`src/rtl/gamma_share_sched.sv`:
```
// gamma_share_sched: gamma-cycle scheduler for the shared memory group.
// Runs the free-running gamma phase counter, emits the grst boundary pulse,
// and hands the memory group to one requester per gamma cycle (round-robin).
// A mem_rst pulse goes out on each boundary where the owner changes.
// Optional feature macro: GAMMA_SHARE_SCHED_HOLD_EN. When it is defined, the
// current owner keeps the group for as long as it holds req.

// Per-requester done decode: pulse in the last phase of an owned cycle.
module gamma_share_lane (
  input  logic gnt_bit,
  input  logic last_phase,
  output logic done
);
  assign done = gnt_bit & last_phase;
endmodule

module gamma_share_sched #(
  parameter int GAMMA_CYCLE_WIDTH = 16,
  parameter int NREQ              = 4
) (
  input  logic                                 aclk,
  input  logic                                 rst,
  input  logic                                 enable,
  input  logic [NREQ-1:0]                      req,
  output logic                                 grst,
  output logic [$clog2(GAMMA_CYCLE_WIDTH)-1:0] phase,
  output logic [NREQ-1:0]                      gnt,
  output logic                                 gnt_valid,
  output logic                                 mem_rst,
  output logic [NREQ-1:0]                      done
);
  localparam int PW   = $clog2(GAMMA_CYCLE_WIDTH);
  localparam int PTRW = (NREQ > 1) ? $clog2(NREQ) : 1;
  localparam logic [PW-1:0]   LAST  = PW'(GAMMA_CYCLE_WIDTH - 1);
  localparam logic [PTRW:0]   NREQ_W = (PTRW+1)'(NREQ);

  typedef enum logic [1:0] {S_IDLE, S_RUN, S_DRAIN} state_t;

  state_t            state;
  logic [PTRW-1:0]   ptr;       // last non-zero owner
  logic              own_vld;   // ptr names a real owner since reset/IDLE
  logic              wrap;
  logic              boundary;  // this edge enters phase 0 of a running cycle
  logic              last_ph;
  logic [NREQ-1:0]   arb_gnt;
  logic [PTRW-1:0]   arb_idx;
  logic [PTRW-1:0]   arb_try;
  logic [PTRW:0]     arb_sum;
  logic              arb_mrst;

  assign wrap      = (state != S_IDLE) && (phase == LAST);
  assign boundary  = enable && ((state == S_IDLE) || wrap);
  assign last_ph   = (state != S_IDLE) && (phase == LAST);
  assign grst      = (state != S_IDLE) && (phase == '0);
  assign gnt_valid = |gnt;

  // Round-robin pick over req, searching from ptr+1 and ending at ptr itself.
  always_comb begin
    arb_gnt = '0;
    arb_idx = ptr;
    arb_try = '0;
    arb_sum = '0;
    for (int k = 1; k <= NREQ; k++) begin
      arb_sum = {1'b0, ptr} + (PTRW+1)'(k);
      if (arb_sum >= NREQ_W) arb_sum = arb_sum - NREQ_W;
      arb_try = arb_sum[PTRW-1:0];
      if ((arb_gnt == '0) && req[arb_try]) begin
        arb_gnt[arb_try] = 1'b1;
        arb_idx          = arb_try;
      end
    end
`ifdef GAMMA_SHARE_SCHED_HOLD_EN
    // Sitting owner with req still high keeps the group.
    if (gnt[ptr] && req[ptr]) begin
      arb_gnt      = '0;
      arb_gnt[ptr] = 1'b1;
      arb_idx      = ptr;
    end
`endif
    // Clear the group only when a real owner change happens.
    arb_mrst = (|arb_gnt) && (!own_vld || (arb_idx != ptr));
  end

  // Scheduler FSM: phase counter, grant register, owner pointer, mem_rst.
  always_ff @(posedge aclk or negedge rst) begin
    if (!rst) begin
      state   <= S_IDLE;
      phase   <= '0;
      gnt     <= '0;
      mem_rst <= 1'b0;
      ptr     <= PTRW'(NREQ - 1);
      own_vld <= 1'b0;
    end else begin
      mem_rst <= 1'b0;
      if (boundary) begin
        gnt     <= arb_gnt;
        mem_rst <= arb_mrst;
        if (|arb_gnt) begin
          ptr     <= arb_idx;
          own_vld <= 1'b1;
        end
      end
      unique case (state)
        S_IDLE: begin
          phase <= '0;
          if (enable) state <= S_RUN;
        end
        S_RUN, S_DRAIN: begin
          if (wrap) begin
            phase <= '0;
            if (enable) begin
              state <= S_RUN;
            end else begin
              state   <= S_IDLE;
              gnt     <= '0;
              own_vld <= 1'b0;
            end
          end else begin
            phase <= phase + 1'b1;
            state <= enable ? S_RUN : S_DRAIN;
          end
        end
        default: state <= S_IDLE;
      endcase
    end
  end

  for (genvar i = 0; i < NREQ; i++) begin : g_lane
    gamma_share_lane u_lane (
      .gnt_bit    (gnt[i]),
      .last_phase (last_ph),
      .done       (done[i])
    );
  end

endmodule

```
`config.mk`:
```
export PLATFORM = sky130hd
export DESIGN_NAME = gamma_share_sched
export DESIGN_NICKNAME = d
export VERILOG_FILES = /design/src/rtl/gamma_share_sched.sv
export SDC_FILE = /design/constraint.sdc
export NUM_CORES = 1
export LEC_CHECK = 0
export BUFFER_PORTS_ARGS = -buffer_cell sky130_fd_sc_hd__buf_2
export CELL_PAD_IN_SITES_DETAIL_PLACEMENT = 2
export CELL_PAD_IN_SITES_GLOBAL_PLACEMENT = 2
export CORE_MARGIN = 4
export CORE_UTILIZATION = 35
export CTS_CLUSTER_DIAMETER = 100
export DETAILED_ROUTE_END_ITERATION = 12
export GPL_ROUTABILITY_DRIVEN = 0
export PLACE_DENSITY_LB_ADDON = 0.1
export SKIP_CTS_REPAIR_TIMING = 1
export SLEW_MARGIN = 0
export SYNTH_ARGS = -nofsm -noshare
export SYNTH_HDL_FRONTEND = slang
export SYNTH_SLANG_ARGS = --single-unit
export TNS_END_PERCENT = 30
```
`constraint.sdc`:
```
create_clock -name aclk -period 4.1 [get_ports aclk]
set_clock_uncertainty 0.1 [all_clocks]
set_input_delay 0.615 -clock aclk [delete_from_list [all_inputs] [get_ports aclk]]
set_output_delay 0.615 -clock aclk [all_outputs]
set_load 0.1 [all_outputs]
```
==> flow_metrics.py, run 1 <==
metrics = {
    "drt": {
        "detail_routed_net_length_per_standard_cell_um": 18.7,
        "remaining_drc_errors": 0,
        "met3_length_um": 119,
        "drtAntennaViolNets": 0,
        "vias": 1193,
        "detailedRoute.firstPassIterationCount": 4,
        "drt-total-wl_um": 3940,
        "detail_route.wirelength.met1_um": 1700,
        "detailedRoute.firstIterationViolations": 31,
        "met2RoutedLength_um": 2050,
        "vias_per_cell": 5.68,
        "highest-signal-layer": "met4",
    },
    "finish": {
        "final_net_count": 182,
        "area_growth_pct": 9.12,
        "layout-drive-gt1-share_pct": 28.4,
        "diodes": 0,
        "total_non_filler_cell_area_in_the_finished_layout_mm2": 0.00151,
    },
    "logic_synthesis": {
        "net_count_after_synthesis": 168,
        "netlist_top_cells_area": "sky130_fd_sc_hd__dfrtp_1 22%, sky130_fd_sc_hd__ha_1 11%, sky130_fd_sc_hd__nand2_1 4.6%",
        "synth_warn": 0,
        "post_synth_inst_count": 149,
        "synth_seq_area_share_pct": 25.5,
        "synth.ff_latch_count": 14,
        "postSynthAreaPerCell_um2": 9.30,
        "synth_edf_count": 0,
        "synth_area_mm2": 0.00139,
        "post-synth-top-area-fraction_pct": 21.7,
        "post-synth-top-area-cell": "sky130_fd_sc_hd__dfrtp_1",
        "synth-async-reset-ratio_pct": 100,
        "synthDistinctLibCells": 54,
        "most_common_flop_cell_mapped_by_yosys": "sky130_fd_sc_hd__dfrtp_1",
    },
    "grt": {
        "grt_start_max_net_pins": 15,
        "antenna_violations_before_repair": 0,
        "grt_pass1_wl_um": 6530,
        "grt.overflow.total": 0,
        "grt_use_total_pct": 16.4,
        "number_of_global_route_vias_before_repair": 1320,
    },
    "sta": {
        "setup_repair_after_global_routing_missed_its_margin": "false",
        "timing.fmax_mhz": 301,
        "timing_hold_violations_final": 0,
        "setup_viol": 0,
        "fin_setup_tns_ns": 0,
        "layout_worst_path_cycle_share_pct": 81.1,
        "slew_viol_final": 0,
        "final.min_clock_period_ns": 3.32,
        "timing.max_slew.rel_slack_pct": 65.0,
        "worst_margin_slew_ns": 0.524,
    },
    "clocking": {
        "tritoncts": "built",
        "cts_inserted_buffers": 3,
        "clk_pin_slew_worst_paths_ns": 0.06,
        "clock-root-buffer": "sky130_fd_sc_hd__clkbuf_8",
        "cts_max_level": 1,
        "ctsLongestPathBuffers": 2,
        "clkLatencyLatePin_ns": 0.25,
        "tritoncts_num_sinks": 14,
    },
    "worst_setup_path": {
        "cp_max_fo": 13,
        "critical_path.endpoint_type": "register",
        "critPathRequiredTime_ns": 4.18,
        "reg2reg_setup_slack_ns": 0.78,
        "reg2reg_from": "ptr[0]",
        "slowest_stage": "sky130_fd_sc_hd__dfstp_2",
        "timing_worst_setup_path_type": "reg2reg",
        "r2r.worst_path.cells": 8,
        "worstSetupStartpoint": "ptr[0]",
        "crit_path_cell_trace": "inv_1 > ha_1 > mux4_2 > a21bo_1 > o2111ai_1 > nand3_2 > o31ai_2 > mux2_2",
        "crit_arrival_ns": 3.41,
        "max_stage_delay_ns": 0.70,
        "r2r_end": "ptr[1]",
        "cp-endpoint": "ptr[1]",
        "kind_of_launch_point_of_the_worst_setup_path": "register",
    },
    "floorplan": {
        "start_util_pct": 37.0,
        "design.portCount": 22,
        "fp.coreArea_mm2": 0.00374,
        "die_w_um": 70.9,
        "die-area_mm2": 0.00503,
        "rows": 22,
        "die_y_um": 70.9,
    },
    "placed_design": {
        "place_hpwl_um": 3170,
        "portBuffers": 21,
        "detailed_place.area_mm2": 0.00146,
    },
    "status": {
        "run_status": "finished, final reports clean",
    },
    "min_path": {
        "class_of_the_tightest_hold_or_removal_check": "in2async",
    },
    "job": {
        "cap_violations": 0,
    },
}
==> routing by layer <==
metal | global-route usage, % | up-vias
li1 | - | 576
met1 | 19.3 | 590
met2 | 30.6 | 22
met3 | 1.56 | 5
met4 | 6.26 | 0
met5 | 0 | -
==> placed cells by master, fill, tap and decap left out, drive strengths merged, types with 2 or more instances in the layout <==
master / n
o211a: 2
or3: 2
and2: 5
clkbuf: 4
nor2: 7
dfstp: 2
mux4: 3
o22ai: 2
nor4b: 2
mux2i: 3
or4: 2
ha: 12
o31ai: 2
a22o: 5
o21ai: 8
dfrtp: 12
a31o: 2
a211oi: 2
nand3: 3
buf: 21
or2: 2
inv: 8
nor3: 3
nand2: 17
mux2: 3
a21oi: 3
a31oi: 6
nor2b: 2
==> worst min path at each step <==
stage,startpoint,endpoint,slack (ns),cells after the start
floorplan,rst,gnt[0],0.22,0
global placement,gnt[1],gnt[1],0.42,1
detailed placement,rst,phase[2],0.44,1
CTS,rst,phase[2],0.17,1
global route,rst,phase[2],0.18,1
finish,rst,phase[2],0.16,1
==> area by class of cell <==
class | instances | area, um^2
fillers | 433 | 2230
flip-flops and latches | 14 | 353
repair buffers | 21 | 105
clock buffers | 4 | 55.1
well taps | 48 | 60.1
inverters | 8 | 30.0
multi-input cells | 115 | 910
==> registers in the layout (all words and copies together) (netlist names) <==
register,flops
mem_rst,1
phase,4
own_vld,1
gnt,4
ptr,2
state,2
==> metrics by stage <==
stage / worst slack, ns / utilization [%] / hold WS, ns / cells
6_report: 0.776 / 40.4 / 0.158 / 210
5_1_grt: 0.535 / 40.4 / 0.181 / 210
4_1_cts: 0.752 / 40.4 / 0.167 / 210
3_5_place_dp: 0.759 / 38.9 / 0.441 / 206
3_3_place_gp: 0.951 / 38.9 / 0.417 / 206
2_1_floorplan: 0.658 / - / 0.219 / 149
==> critical path, delay by kind of cell (launching register included) <==
family                   cells  cell delay, ns
multiplexers                 2            0.81
AO/OA/AOI/OAI                3            0.81
flip-flops                   1            0.70
adder cells (fa/ha/maj)      1            0.48
AND/OR/NAND/NOR              1            0.20
buffers and inverters        1            0.16
==> synthesized netlist by cell type (2+ instances only) <==
library cell / number
sky130_fd_sc_hd__buf_4: 8
sky130_fd_sc_hd__a31o_1: 2
sky130_fd_sc_hd__nor2b_1: 2
sky130_fd_sc_hd__dfstp_2: 2
sky130_fd_sc_hd__inv_1: 8
sky130_fd_sc_hd__nor2_1: 7
sky130_fd_sc_hd__a22o_1: 2
sky130_fd_sc_hd__o211a_1: 2
sky130_fd_sc_hd__nand2_1: 17
sky130_fd_sc_hd__o22ai_1: 2
sky130_fd_sc_hd__a21oi_1: 3
sky130_fd_sc_hd__or4_1: 2
sky130_fd_sc_hd__nor4b_1: 2
sky130_fd_sc_hd__or2_2: 2
sky130_fd_sc_hd__buf_6: 2
sky130_fd_sc_hd__ha_1: 12
sky130_fd_sc_hd__or3_1: 2
sky130_fd_sc_hd__o21ai_0: 7
sky130_fd_sc_hd__a211oi_1: 2
sky130_fd_sc_hd__mux4_2: 2
sky130_fd_sc_hd__dfrtp_1: 12
sky130_fd_sc_hd__nor3_1: 2
sky130_fd_sc_hd__nand3_1: 2
sky130_fd_sc_hd__mux2_2: 3
sky130_fd_sc_hd__a31oi_1: 5
sky130_fd_sc_hd__and2_1: 5
sky130_fd_sc_hd__mux2i_1: 3
sky130_fd_sc_hd__a22o_2: 3
==> logic make-up (layout without fill, tap and decap cells) <==
family,after synthesis,count (layout),share of synthesized area [%]
AO/OA/AOI/OAI,44,44,25.4
XOR/XNOR,1,1,0.632
adder cells (fa/ha/maj),12,12,10.8
buffers and inverters,20,33,9.39
flip-flops,14,14,25.5
multiplexers,9,9,9.75
AND/OR/NAND/NOR,49,49,18.6
Power of run 1 is left out: the tool's default activity adds up to more than one toggle a clock period on the data nets, which glitch-free logic cannot reach.
==> run 2, diff against run 1 <==
--- a/config.mk
+++ b/config.mk
@@ -9,7 +9,7 @@
 export CELL_PAD_IN_SITES_DETAIL_PLACEMENT = 2
 export CELL_PAD_IN_SITES_GLOBAL_PLACEMENT = 2
 export CORE_MARGIN = 4
-export CORE_UTILIZATION = 35
+export CORE_UTILIZATION = 31
 export CTS_CLUSTER_DIAMETER = 100
 export DETAILED_ROUTE_END_ITERATION = 12
 export GPL_ROUTABILITY_DRIVEN = 0
==> constraint.sdc (replaced) <==
create_clock -name aclk -period 2.9 [get_ports aclk]
set_clock_uncertainty 0.1 [all_clocks]
set_input_delay 0.435 -clock aclk [delete_from_list [all_inputs] [get_ports aclk]]
set_output_delay 0.435 -clock aclk [all_outputs]
set_load 0.1 [all_outputs]
==> run 2 against run 1 <==
First-iteration DRC count increased by 39%; wire length increased by 9.6%; via count increased by 6.0%; cell count increased by 8.6%; setup slack got worse by 0.73 ns; largest cell class unchanged; die area increased by 11%; clock-buffer cell count unchanged; hold slack got worse by 0.17 ns; maximum frequency increased by 16%; register-to-register slack got worse by 0.73 ns; the run now ends with negative hold slack left.
==> flow_metrics.py, run 2 (synthesis results as in run 1) <==
metrics = {
    "worst_setup_path": {
        "critPathRequiredTime_ns": 2.98,
        "crit_arrival_ns": 2.93,
        "timing_worst_setup_path_type": "reg2reg",
        "slowest_stage": "sky130_fd_sc_hd__or4_4",
        "cp_max_fo": 6,
        "critical_path.endpoint_type": "register",
        "max_stage_delay_ns": 0.55,
        "crit_path_cell_trace": "inv_1 > ha_4 > or4_4 > a21bo_2 > a221oi_2 > a31oi_2 > buf_4 > o311ai_4 > xnor2_1",
        "kind_of_launch_point_of_the_worst_setup_path": "register",
        "r2r.worst_path.cells": 9,
    },
    "grt": {
        "number_of_global_route_vias_before_repair": 1311,
        "grt_use_total_pct": 15.9,
        "antenna_violations_before_repair": 0,
        "grt.overflow.total": 0,
        "grt_start_max_net_pins": 15,
        "grt_pass1_wl_um": 6810,
    },
    "status": {
        "violations": "negative hold slack",
        "run_status": "finished with violations",
    },
    "placed_design": {
        "count_of_placed_standard_cells_including_taps": 221,
        "detailed_place.area_mm2": 0.00155,
        "place_hpwl_um": 3310,
        "portBuffers": 21,
    },
    "finish": {
        "diodes": 0,
        "final_net_count": 196,
        "instances_no_fill": 228,
        "layout_commonest_cell": "sky130_fd_sc_hd__buf_2",
        "area_growth_pct": 22.3,
        "total_non_filler_cell_area_in_the_finished_layout_mm2": 0.00170,
        "reg_top3": "gnt (4), phase (4)",
        "layout-drive-gt1-share_pct": 38.6,
        "most-common-layout-cells": "21 x sky130_fd_sc_hd__buf_2, 17 x sky130_fd_sc_hd__nand2_1, 14 x sky130_fd_sc_hd__buf_4, 12 x sky130_fd_sc_hd__dfrtp_1, 10 x sky130_fd_sc_hd__ha_1",
    },
    "sta": {
        "setup_viol": 0,
        "layout_worst_path_cycle_share_pct": 98.5,
        "slew_viol_final": 0,
        "timing.max_slew.rel_slack_pct": 63.0,
        "timing.fmax_mhz": 350,
        "timing_hold_violations_final": 12,
        "worst_margin_slew_ns": 0.549,
        "fin_worst_hold_slack_ns": -0.0114,
        "final.min_clock_period_ns": 2.86,
    },
    "drt": {
        "drt-total-wl_um": 4310,
        "remaining_drc_errors": 0,
        "detailedRoute.firstPassIterationCount": 4,
        "detail_routed_net_length_per_standard_cell_um": 18.9,
        "vias": 1265,
        "vias_per_cell": 5.55,
        "detailedRoute.firstIterationViolations": 43,
        "drtAntennaViolNets": 0,
    },
    "floorplan": {
        "start_util_pct": 31.8,
        "die_y_um": 74.9,
        "die_w_um": 74.9,
        "die-area_mm2": 0.00561,
        "fp.coreArea_mm2": 0.00435,
        "design.portCount": 22,
        "rows": 24,
    },
    "clocking": {
        "cts_inserted_buffers": 3,
        "clk_pin_slew_worst_paths_ns": 0.07,
        "clock-root-buffer": "sky130_fd_sc_hd__clkbuf_8",
        "tritoncts_num_sinks": 14,
        "clkLatencyLatePin_ns": 0.25,
        "ctsLongestPathBuffers": 2,
        "tritoncts": "built",
        "cts_max_level": 1,
    },
    "min_path": {
        "class_of_the_tightest_hold_or_removal_check": "in2async",
    },
    "job": {
        "cap_violations": 0,
    },
}
run 2: layout make-up:
class,count,area (um^2)
sequential,14,353
inverter,8,30.0
clock buffer,4,55.1
multi-input combinational,115,982
tap,52,65.1
fill,497,2660
timing repair buffer,35,210
run 2: through the flow:
stage / hold slack [ns] / worst slack (ns) / util, % / TNS (ns)
after CTS: -0.00465 / 0.0119 / 37.0 / 0
after detailed placement: 0.269 / 0.0490 / 35.7 / 0
final: -0.0114 / 0.0436 / 38.9 / 0
after global placement: 0.260 / 0.0925 / 35.7 / 0
after global routing: 0.0134 / -0.0279 / 38.9 / -0.0682
after floorplan: 0.0394 / -0.0668 / - / -0.0668
run 2: routing by layer:
metal  routed length, um  vias to the layer above  GRT usage, %  share of wire [%]
met1                1950                      631          21.3                 45
met3                 150                        2          1.20                3.5
met5                   0                        -             0                  0
met4                  29                        0          5.14               0.67
li1                    -                      602             -                  -
met2                2180                       30          27.1                 51
run 2: worst paths after layout:
| path | startpoint | endpoint | slack [ns] |
|---|---|---|---|
| hold / removal | rst | phase[0] | -0.01 |
| hold reg to reg | phase[1] | phase[1] | 0.48 |
| max in group asynchronous | rst | ptr[1] | 2.41 |
| setup / recovery | ptr[1] | ptr[0] | 0.04 |
| setup reg to reg | ptr[1] | ptr[0] | 0.04 |
| min in group aclk | enable | state[1] | 0.33 |
run 2: worst max-delay path: cells and delay by family, from the launching register on:
kind | cells | cell delay, ns
AOI/OAI and AO/OA | 4 | 0.91
DFF | 1 | 0.53
xor gates and xnor gates | 1 | 0.16
adders and majority gates | 1 | 0.20
and+or+nand+nor | 1 | 0.55
buffers and inverters | 2 | 0.32
Power of run 2 is left out for the same reason.
